`config.mk`:
```
export PLATFORM = sky130hd
export DESIGN_NAME = multi_alarm_clock_core
export DESIGN_NICKNAME = d
export VERILOG_FILES = /design/src/rtl/multi_alarm_clock_core.sv
export SDC_FILE = /design/constraint.sdc
export NUM_CORES = 1
export LEC_CHECK = 0
export ABC_AREA = 1
export CORE_ASPECT_RATIO = 1.1
export CORE_MARGIN = 2
export CORE_UTILIZATION = 30
export DETAILED_ROUTE_END_ITERATION = 10
export GPL_TIMING_DRIVEN = 0
export PLACE_DENSITY = 0.45
export SLEW_MARGIN = 20
export SYNTH_ARGS = -nofsm -noshare
export SYNTH_HDL_FRONTEND = slang
export SYNTH_SLANG_ARGS = --single-unit
```
`constraint.sdc`:
```
create_clock -name fpgaGlobalClock -period 3.69 [get_ports fpgaGlobalClock]
set_clock_uncertainty 0.15 [all_clocks]
set_input_delay 0.5535 -clock fpgaGlobalClock [delete_from_list [all_inputs] [get_ports fpgaGlobalClock]]
set_output_delay 0.5535 -clock fpgaGlobalClock [all_outputs]
set_load 0.02 [all_outputs]
```
`src/rtl/multi_alarm_clock_core.sv`:
```
// Multi-alarm clock core: 24h time base with a second prescaler, 12/24h display and load
// conversion, NUM_ALARMS alarm registers and an IDLE/RING/SNOOZE ring state machine.
module multi_alarm_clock_core #(
  parameter int CLK_PER_SEC = 64,
  parameter int NUM_ALARMS  = 4,
  parameter int SNOOZE_MIN  = 5,
  parameter int RING_SECS   = 60,
  localparam int SEL_W      = (NUM_ALARMS > 1) ? $clog2(NUM_ALARMS) : 1
) (
  input  logic                  fpgaGlobalClock,
  input  logic                  n_Reset,
  input  logic                  Mode24,
  input  logic [5:0]            D_hours,
  input  logic [5:0]            D_Mins,
  input  logic [5:0]            D_secs,
  input  logic                  AM_PM,
  input  logic                  LoadTime,
  input  logic                  LoadAlarm,
  input  logic [SEL_W-1:0]      AlarmSel,
  input  logic [NUM_ALARMS-1:0] AlarmEnable,
  input  logic                  Snooze,
  input  logic                  Stop,
  output logic [5:0]            Hours,
  output logic [5:0]            Mins,
  output logic [5:0]            Secs,
  output logic                  PM,
  output logic                  SecTick,
  output logic                  Ringing,
  output logic [SEL_W-1:0]      RingId,
  output logic                  LoadErr
);

  localparam int PRE_W = $clog2(CLK_PER_SEC);
  localparam int SNZ_W = 12;
  localparam int RNG_W = 8;
  localparam logic [SEL_W:0] NUM_A_W = (SEL_W + 1)'(NUM_ALARMS);

  typedef enum logic [1:0] {ST_IDLE, ST_RING, ST_SNOOZE} state_t;

  logic [PRE_W-1:0] r_presc;
  logic [4:0]       r_h24;
  logic [5:0]       r_min, r_sec;
  logic [4:0]       r_al_h [NUM_ALARMS];
  logic [5:0]       r_al_m [NUM_ALARMS];
  logic [5:0]       r_hours, r_mins, r_secs;
  logic             r_pm, r_sectick, r_loaderr;
  state_t           r_state;
  logic [RNG_W-1:0] r_ring_cnt;
  logic [SNZ_W-1:0] r_snz_cnt;
  logic [SEL_W-1:0] r_ringid;

  logic [PRE_W-1:0] w_presc_nxt;
  logic [4:0]       w_h_nxt;
  logic [5:0]       w_m_nxt, w_s_nxt;
  logic             w_time_ok, w_alarm_ok, w_time_ld, w_wrap, w_tick, w_eval;
  logic             w_match, w_sel_en;
  logic [SEL_W-1:0] w_match_id, w_ringid_nxt;
  state_t           w_state_nxt;
  logic [RNG_W-1:0] w_ring_cnt_nxt;
  logic [SNZ_W-1:0] w_snz_nxt;

  function automatic logic f_hour_ok(logic [5:0] dh, logic m24);
    return m24 ? (dh <= 6'd23) : (dh >= 6'd1 && dh <= 6'd12);
  endfunction

  // 12h load: 12 AM is hour 0, PM adds 12 (so 12 PM lands on 12)
  function automatic logic [4:0] f_to_h24(logic [5:0] dh, logic m24, logic ampm);
    logic [4:0] base;
    if (m24) return dh[4:0];
    base = (dh == 6'd12) ? 5'd0 : dh[4:0];
    return ampm ? base + 5'd12 : base;
  endfunction

  function automatic logic [5:0] f_disp_hours(logic [4:0] h24, logic m24);
    if (m24) return {1'b0, h24};
    if (h24 == 5'd0) return 6'd12;
    if (h24 > 5'd12) return {1'b0, h24 - 5'd12};
    return {1'b0, h24};
  endfunction

  function automatic logic f_disp_pm(logic [4:0] h24, logic m24);
    return !m24 && (h24 >= 5'd12);
  endfunction

  assign w_time_ok  = f_hour_ok(D_hours, Mode24) && (D_Mins <= 6'd59) && (D_secs <= 6'd59);
  assign w_alarm_ok = f_hour_ok(D_hours, Mode24) && (D_Mins <= 6'd59) && ({1'b0, AlarmSel} < NUM_A_W);
  assign w_time_ld  = LoadTime && w_time_ok;
  assign w_wrap     = (r_presc == PRE_W'(CLK_PER_SEC - 1));
  assign w_tick     = w_wrap && !w_time_ld;
  assign w_eval     = (w_tick || w_time_ld) && (w_s_nxt == 6'd0);

  always_comb begin
    w_presc_nxt = w_wrap ? '0 : r_presc + PRE_W'(1);
    w_h_nxt     = r_h24;
    w_m_nxt     = r_min;
    w_s_nxt     = r_sec;
    if (w_time_ld) begin
      w_presc_nxt = '0;
      w_h_nxt     = f_to_h24(D_hours, Mode24, AM_PM);
      w_m_nxt     = D_Mins;
      w_s_nxt     = D_secs;
    end else if (w_tick) begin
      if (r_sec == 6'd59) begin
        w_s_nxt = 6'd0;
        if (r_min == 6'd59) begin
          w_m_nxt = 6'd0;
          w_h_nxt = (r_h24 == 5'd23) ? 5'd0 : r_h24 + 5'd1;
        end else begin
          w_m_nxt = r_min + 6'd1;
        end
      end else begin
        w_s_nxt = r_sec + 6'd1;
      end
    end
  end

  // Descending scan so the lowest matching index is the one left standing
  always_comb begin
    w_match    = 1'b0;
    w_match_id = '0;
    for (int i = NUM_ALARMS - 1; i >= 0; i--) begin
      if (w_eval && AlarmEnable[i] && r_al_h[i] == w_h_nxt && r_al_m[i] == w_m_nxt) begin
        w_match    = 1'b1;
        w_match_id = SEL_W'(i);
      end
    end
  end

  always_comb begin
    w_sel_en = 1'b0;
    for (int i = 0; i < NUM_ALARMS; i++) begin
      if (r_ringid == SEL_W'(i)) w_sel_en = AlarmEnable[i];
    end
  end

  always_ff @(posedge fpgaGlobalClock) begin
    if (!n_Reset) begin
      r_presc   <= '0;
      r_h24     <= 5'd0;
      r_min     <= 6'd0;
      r_sec     <= 6'd0;
      r_hours   <= Mode24 ? 6'd0 : 6'd12;
      r_mins    <= 6'd0;
      r_secs    <= 6'd0;
      r_pm      <= 1'b0;
      r_sectick <= 1'b0;
      r_loaderr <= 1'b0;
      for (int i = 0; i < NUM_ALARMS; i++) begin
        r_al_h[i] <= 5'd0;
        r_al_m[i] <= 6'd0;
      end
    end else begin
      r_presc   <= w_presc_nxt;
      r_h24     <= w_h_nxt;
      r_min     <= w_m_nxt;
      r_sec     <= w_s_nxt;
      r_hours   <= f_disp_hours(w_h_nxt, Mode24);
      r_mins    <= w_m_nxt;
      r_secs    <= w_s_nxt;
      r_pm      <= f_disp_pm(w_h_nxt, Mode24);
      r_sectick <= w_tick;
      r_loaderr <= (LoadTime && !w_time_ok) || (LoadAlarm && !w_alarm_ok);
      for (int i = 0; i < NUM_ALARMS; i++) begin
        if (LoadAlarm && w_alarm_ok && AlarmSel == SEL_W'(i)) begin
          r_al_h[i] <= f_to_h24(D_hours, Mode24, AM_PM);
          r_al_m[i] <= D_Mins;
        end
      end
    end
  end

  // Ring state machine: Stop outranks Snooze; matches only start a ring from IDLE
  always_comb begin
    w_state_nxt    = r_state;
    w_ring_cnt_nxt = r_ring_cnt;
    w_snz_nxt      = r_snz_cnt;
    w_ringid_nxt   = r_ringid;
    case (r_state)
      ST_IDLE: begin
        if (w_match) begin
          w_state_nxt    = ST_RING;
          w_ring_cnt_nxt = '0;
          w_ringid_nxt   = w_match_id;
        end
      end
      ST_RING: begin
        if (Stop) begin
          w_state_nxt = ST_IDLE;
        end else if (Snooze) begin
          w_state_nxt = ST_SNOOZE;
          w_snz_nxt   = SNZ_W'(SNOOZE_MIN * 60);
        end else if (w_tick) begin
          if (r_ring_cnt == RNG_W'(RING_SECS - 1)) w_state_nxt = ST_IDLE;
          else w_ring_cnt_nxt = r_ring_cnt + RNG_W'(1);
        end
      end
      ST_SNOOZE: begin
        if (Stop || !w_sel_en) begin
          w_state_nxt = ST_IDLE;
        end else if (w_tick) begin
          if (r_snz_cnt <= SNZ_W'(1)) begin
            w_state_nxt    = ST_RING;
            w_ring_cnt_nxt = '0;
          end else begin
            w_snz_nxt = r_snz_cnt - SNZ_W'(1);
          end
        end
      end
      default: w_state_nxt = ST_IDLE;
    endcase
  end

  always_ff @(posedge fpgaGlobalClock) begin
    if (!n_Reset) begin
      r_state    <= ST_IDLE;
      r_ring_cnt <= '0;
      r_snz_cnt  <= '0;
      r_ringid   <= '0;
    end else begin
      r_state    <= w_state_nxt;
      r_ring_cnt <= w_ring_cnt_nxt;
      r_snz_cnt  <= w_snz_nxt;
      r_ringid   <= w_ringid_nxt;
    end
  end

  assign Hours   = r_hours;
  assign Mins    = r_mins;
  assign Secs    = r_secs;
  assign PM      = r_pm;
  assign SecTick = r_sectick;
  assign LoadErr = r_loaderr;
  assign Ringing = (r_state == ST_RING);
  assign RingId  = r_ringid;

endmodule
```
; ---- Word level (Yosys, flattened, before mapping)
; Memory sizes are Yosys's and may differ from the RTL's.
; Index checks and enable logic that the tools add are counted.
[op_classes]
addsub = 8
order_cmp = 8
eq_ne = 36
muxes = 112
bitwise = 9
n_reduce_logical = 46
[ops]
columns = cell, count
row1 = 5-bit two-way mux, 25
row2 = 6-bit two-way mux, 18
row3 = 8-bit two-way mux, 8
row4 = 12-bit two-way mux, 5
row5 = 1-bit two-way mux, 40
row6 = 1-bit logical AND, 26
row7 = 6-bit == test, 4
row8 = 2-bit two-way mux, 12
row9 = 12-bit case mux with 2 select lines, 1
row10 = 8-bit case mux with 3 select lines, 1
row11 = 5-bit == test, 4
row12 = 6-bit by 1-bit adder with 6-bit output (second input constant), 3
row13 = 6-bit == test (second input constant), 3
row14 = 2-bit inequality test (second input constant), 9
row15 = 12-bit by 1-bit less-or-equal comparator with 1-bit output (second input constant), 1
row16 = 6-bit less-or-equal comparator (second input constant), 2
row17 = 12-bit by 1-bit subtractor with 12-bit output (second input constant), 1
row18 = 2-bit == test (second input constant), 5
row19 = 9-bit AND reduction, 1
row20 = 8-bit by 1-bit adder with 8-bit output (second input constant), 1
row21 = 8-bit by 6-bit == test with 1-bit output (second input constant), 1
row22 = 4-bit by 3-bit inequality test with 1-bit output (second input constant), 2
row23 = 1-bit bitwise OR, 8
row24 = 2-bit by 1-bit == test with 1-bit output (second input constant), 3
row25 = other kinds (26), 35
[totals]
register_bits = 56
ramBits = 44
elab_cells = 233
n_memories = 2
[mem_list]
columns = memory, words, word_bits, read_ports, rd_clocked_by_memory_dff, wr, line_no
row1 = r_al_m, 4, 6, 4, 0, 4, 44  ; logic [5:0] r_al_m [NUM_ALARMS];
row2 = r_al_h, 4, 5, 4, 0, 4, 43  ; logic [4:0] r_al_h [NUM_ALARMS];

; ---- Longest topological paths before layout
[depth]
depth_word = 21
depth_mapped = 24

; ---- Worst setup path after synthesis
; OpenSTA, ideal clock, no wires.
[synth_path]
path_kind = input to register
startpoint = in D_hours[3]
endpoint = reg r_ring_cnt[1]
setup_ns = 0.128
arrival_time_ns = 2.598
t_required_ns = 3.412
path_slack_ns = 0.814
cell_stages = 22
n_path_buf = 2
path_cell_list = inv_1 -> ha_1 -> nand3_1 -> nand2_1 -> nand2_1 -> nor2_2 -> nand4_4 -> nand2_2 -> buf_6 -> nand2_1 -> o21ai_1 -> nand2_1 -> nand2_2 -> buf_6 -> xnor2_1 -> nor2_1 -> nand3_1 -> nand3_1 -> o21ai_2 -> nand2_1 -> nand2_1 -> nor2_1
[synth_between]
elab_chain_cells = 21
elab_cells_between_ends = 53
cone_classes = add/sub (1) / order compare (3) / eq/ne (12) / mux (15) / reduce/logical (22)
[synth_rtl]
columns = item, line_no
row1 = start: declaration, 13  ; input logic [5:0] D_hours,
row2 = 6-bit by 1-bit greater-or-equal comparator with 1-bit output / 6-bit by 4-bit less-or-equal comparator with 1-bit output (equally long branches), 63  ; return m24 ? (dh <= 6'd23) : (dh >= 6'd1 && dh <= 6'd12);
row3 = 1-bit logical AND, 63
row4 = 1-bit two-way mux, 63
row5 = 1-bit logical AND (2 in series), 85  ; assign w_time_ok = f_hour_ok(D_hours, Mode24) && (D_Mins <= 6'd59) && (D_secs <= 6'd59);
row6 = 1-bit logical AND, 87  ; assign w_time_ld = LoadTime && w_time_ok;
row7 = 1-bit logical NOT, 89  ; assign w_tick = w_wrap && !w_time_ld;
row8 = 1-bit logical AND, 89
row9 = 6-bit two-way mux, 102  ; end else if (w_tick) begin
row10 = 6-bit two-way mux, 97  ; if (w_time_ld) begin
row11 = 6-bit logical NOT, 90  ; assign w_eval = (w_tick || w_time_ld) && (w_s_nxt == 6'd0);
row12 = 1-bit logical AND, 90
row13 = 1-bit logical AND (3 in series), 122  ; if (w_eval && AlarmEnable[i] && r_al_h[i] == w_h_nxt && r_al_m[i] == w_m_nxt) begin
row14 = 1-bit two-way mux (4 in series), 122
row15 = 2-bit inequality test (no line), -
row16 = 9-bit AND reduction (no line) *, -
row17 = end signal: assignment, 221  ; r_ring_cnt <= w_ring_cnt_nxt;
row18 = end: declaration, 48  ; logic [RNG_W-1:0] r_ring_cnt;
; Every way passes the cells marked *; elsewhere a longest branch is shown, timed or not. The select of a mux whose other input is x is not followed.
; A chain may end at the register's enable or synchronous reset.

; ---- Worst setup path after layout
[layout_path]
startpoint = in D_hours[1]
endpoint = reg r_ring_cnt[1]
; The elaborated chain is that of the path after synthesis.

==> summary.md <==
| Metric | Value |
|---|---|
| Outcome | `finished, final reports clean` |
| Clock Path Buffers | `2` |
| Peak supply drop | `0.000196 V` |
| Area grow syn2layout | `24.0%` |
| Max-slew violation count | `0` |
| Leakage | `0.00325 uW` |
| CTS Sinks | `99` |
| Final nets | `963` |
| FF-to-FF Start | `Secs[1]` |
| Rows | `54` |
| Root buf cell | `clkbuf_16` |
| Final Hold Fails | `0` |
| Hold_sp | `r_snz_cnt[11]` |
| Register share of total power | `47.0%` |
| Clock slew at reported path FFs | `70 ps` |
| Net Switching | `724 uW` |
| Die Span Y | `153 um` |
| Comb pwr share | `15.6%` |
| Mapped cell area | `6050 um2` |
| Synth area leaders | `edfxtp_1 (22%), dfxtp_1 (18%), nand2_1 (12%)` |
| Crit path required time | `3760 ps` |
| Initial antenna violation count | `0` |
| Int Pwr | `1880 uW` |
| Core Box Area | `19800 um2` |
| Largest net degree at the start of global routing | `17` |
| Most frequent cells in the layout | `nand2_1 (193), nor2_1 (138), inv_1 (102)` |
| 1st-iter DRT viols | `293` |
| Max Cap Viol | `0` |
| Area of the multi-input gates | `3250 um2` |
| Final hold slack | `307 ps` |
| Antenna Cells | `0` |
| Leading area contributor after synthesis | `edfxtp_1` |
| Primary FF master, synth | `dfxtp_1` |
| Final Cycle Share | `95.4%` |
| Drt drc | `0` |
| Worst setup SP type | `input pin` |
| Number of port buffers | `54` |
| Ys async rst share | `0%` |
| Die Wd | `139 um` |
| Vias in the first global route | `5092` |
| Clk network pwr share | `37.4%` |
| # fillers | `2083` |
| Syn_nets | `887` |
| Die area | `21300 um2` |
| Global-route wire length before repair | `28100 um` |
| Synth Instances | `842` |
| Drt wl/cell | `15.6 um` |
| Post-synth EDFFs | `44` |
| Flops & latches, synth | `99` |
| Gr usage total | `16.9%` |
| Num CTS Buffers | `9` |
| Gr ovfl total | `0` |
| Worst slew margin | `41.1%` |
| Highest clock rate | `284 MHz` |
| Pre-antenna DRT Iters | `5` |
| Share of cells above drive strength 1 | `11.5%` |
| Initial Util | `30.5%` |
| Clk_lat worst skew | `350 ps` |
| Register area share after synthesis | `40.1%` |
| Worst-path fanout max | `9` |
| Net switching fraction of the power | `27.9%` |
| Min-Delay Path Class | `reg -> reg` |
| FF+latch area | `2420 um2` |
| Synth unique cells | `51` |
| Syn Area/Cell | `7.18 um2` |
| Commonest non-fill, non-tap cell in the layout | `nand2_1` |
| Post-DP HPWL | `13500 um` |
| WL final | `18300 um` |
| Io pins | `56` |
| Arr. time, crit path | `3590 ps` |
| Layout Utilization | `37.9%` |
| Ys Warns | `0` |
| Critical Path End Type | `flip-flop` |
| CTS H-tree depth | `3` |
| Count of final setup violators | `0` |
| CTS tree | `built` |
| Via-per-instance ratio | `4.68` |
| Slew @ Worst Pin | `884 ps` |
| Area share of the largest cell type after synthesis | `21.8%` |
| DR vias | `5504` |
| RD Place Congestion | `0.865` |
| CTS Hold Bufs | `0` |
| Minimum clock period | `3520 ps` |
| Crit path kind | `in -> reg` |
| PD cells | `347 nW/um2` |
| Crit path from | `D_hours[1]` |
| Final ANT Viol Nets | `0` |
area by class of cell:
type,instances,share of cell area (%)
Clock buffer,12,3.15
Multi-Input combinational cell,613,43.4
Buffer,20,1.80
Tap cell,252,4.20
Sequential cell,99,32.3
Clock inverter,4,0.667
Timing Repair Buffer,64,8.96
Inverter,111,5.56
timing repair:
item                       4_1_cts  5_1_grt
resized for setup               12       32
pin swaps                        3       13
cloned                           0        3
setup buffers                    1        7
setup endpoints to repair       11       12
through the flow:
stage               setup WS, ps  instance area (um2)  cells  setup TNS [ps]  power, uW
global route               -32.8                 7500   1175            -134       2710
global placement            -644                 6900   1148           -6400       1620
detailed placement          -613                 6900   1148           -6120       1620
floorplan                    814                 6050    842               0       1460
finish                       169                 7500   1175               0       2600
CTS                         24.3                 7250   1165               0       2600
synthesized netlist by cell type, types with 2 or more instances:
cell type and n:
buf_2 5, edfxtp_1 44, or2_2 2, a211oi_1 2, nor3b_1 3, xor2_1 12, nor2_4 3, nor2_2 6
or2_0 2, a21oi_1 26, a31oi_1 4, nand2_4 3, nand3b_1 10, buf_6 4, o21ai_1 3, nand3_1 81
o211ai_1 2, nand3_2 5, inv_2 7, o21ai_0 18, nand2_2 15, nor2_1 144, o21bai_1 2, nand2_1 195
clkbuf_1 8, dfxtp_1 55, ha_1 13, xnor2_1 7, inv_1 103, nand4_1 27, o22ai_1 2, nor3_1 9
buf_4 2
logic make-up after synthesis:
logic type | count (synthesis) | synth area share, %
AO/OA/AOI/OAI | 69 | 6.93
buffers and inverters | 131 | 8.86
AND/OR/NAND/NOR | 510 | 38.7
flip-flops | 99 | 40.1
adder cells (fa/ha/maj) | 13 | 2.69
other | 1 | 0.0620
XOR/XNOR | 19 | 2.75
worst paths after layout:
kind,to,slack (ps),cells past startpoint
max,r_ring_cnt[1],170,22
min,r_snz_cnt[11],310,1
max reg2reg,r_ring_cnt[1],330,22
min reg2reg,r_snz_cnt[11],310,1
layer usage:
metal | up-vias | global-route usage [%] | wire (um)
met1 | 2507 | 22.3 | 8600
met4 | 0 | 4.81 | 257
li1 | 2890 | - | -
met3 | 12 | 2.60 | 597
met2 | 95 | 28.7 | 8860
met5 | - | 0 | 0
sequential cells by signal, summed over array words and instances, names as in the netlist:
name / flops
Hours: 5
LoadErr: 1
Mins: 6
PM: 1
RingId: 2
SecTick: 1
Secs: 6
r_al_h: 20
r_al_m: 24
r_h24: 5
r_presc: 6
r_ring_cnt: 8
r_snz_cnt: 12
r_state: 2
power groups by stage:
stage | Clock [uW] | Combinational (uW) | Sequential (uW)
2_1_floorplan | 0 | 211 | 1250
3_3_place_gp | 0 | 373 | 1250
3_5_place_dp | 0 | 371 | 1250
4_1_cts | 1000 | 379 | 1220
5_1_grt | 1040 | 448 | 1230
6_report | 972 | 406 | 1220
critical path, stage by stage:
cell and delay [ps]:
clkdlybuf4s50_1 530, nand3_1 80, nand2_1 80, nand2_1 90, nor2_4 200, buf_12 130, nand4_4 160, clkbuf_16 220
nand2_1 100, nand2_2 120, nand2_4 110, nand2_1 80, a21oi_2 160, nand3_1 120, nor2_2 180, nand3_1 140
nand2_4 130, inv_2 50, nand2_4 120, nand3_1 80, nand2_1 100, nor2_1 40
Power figures use the tool's default switching activity.
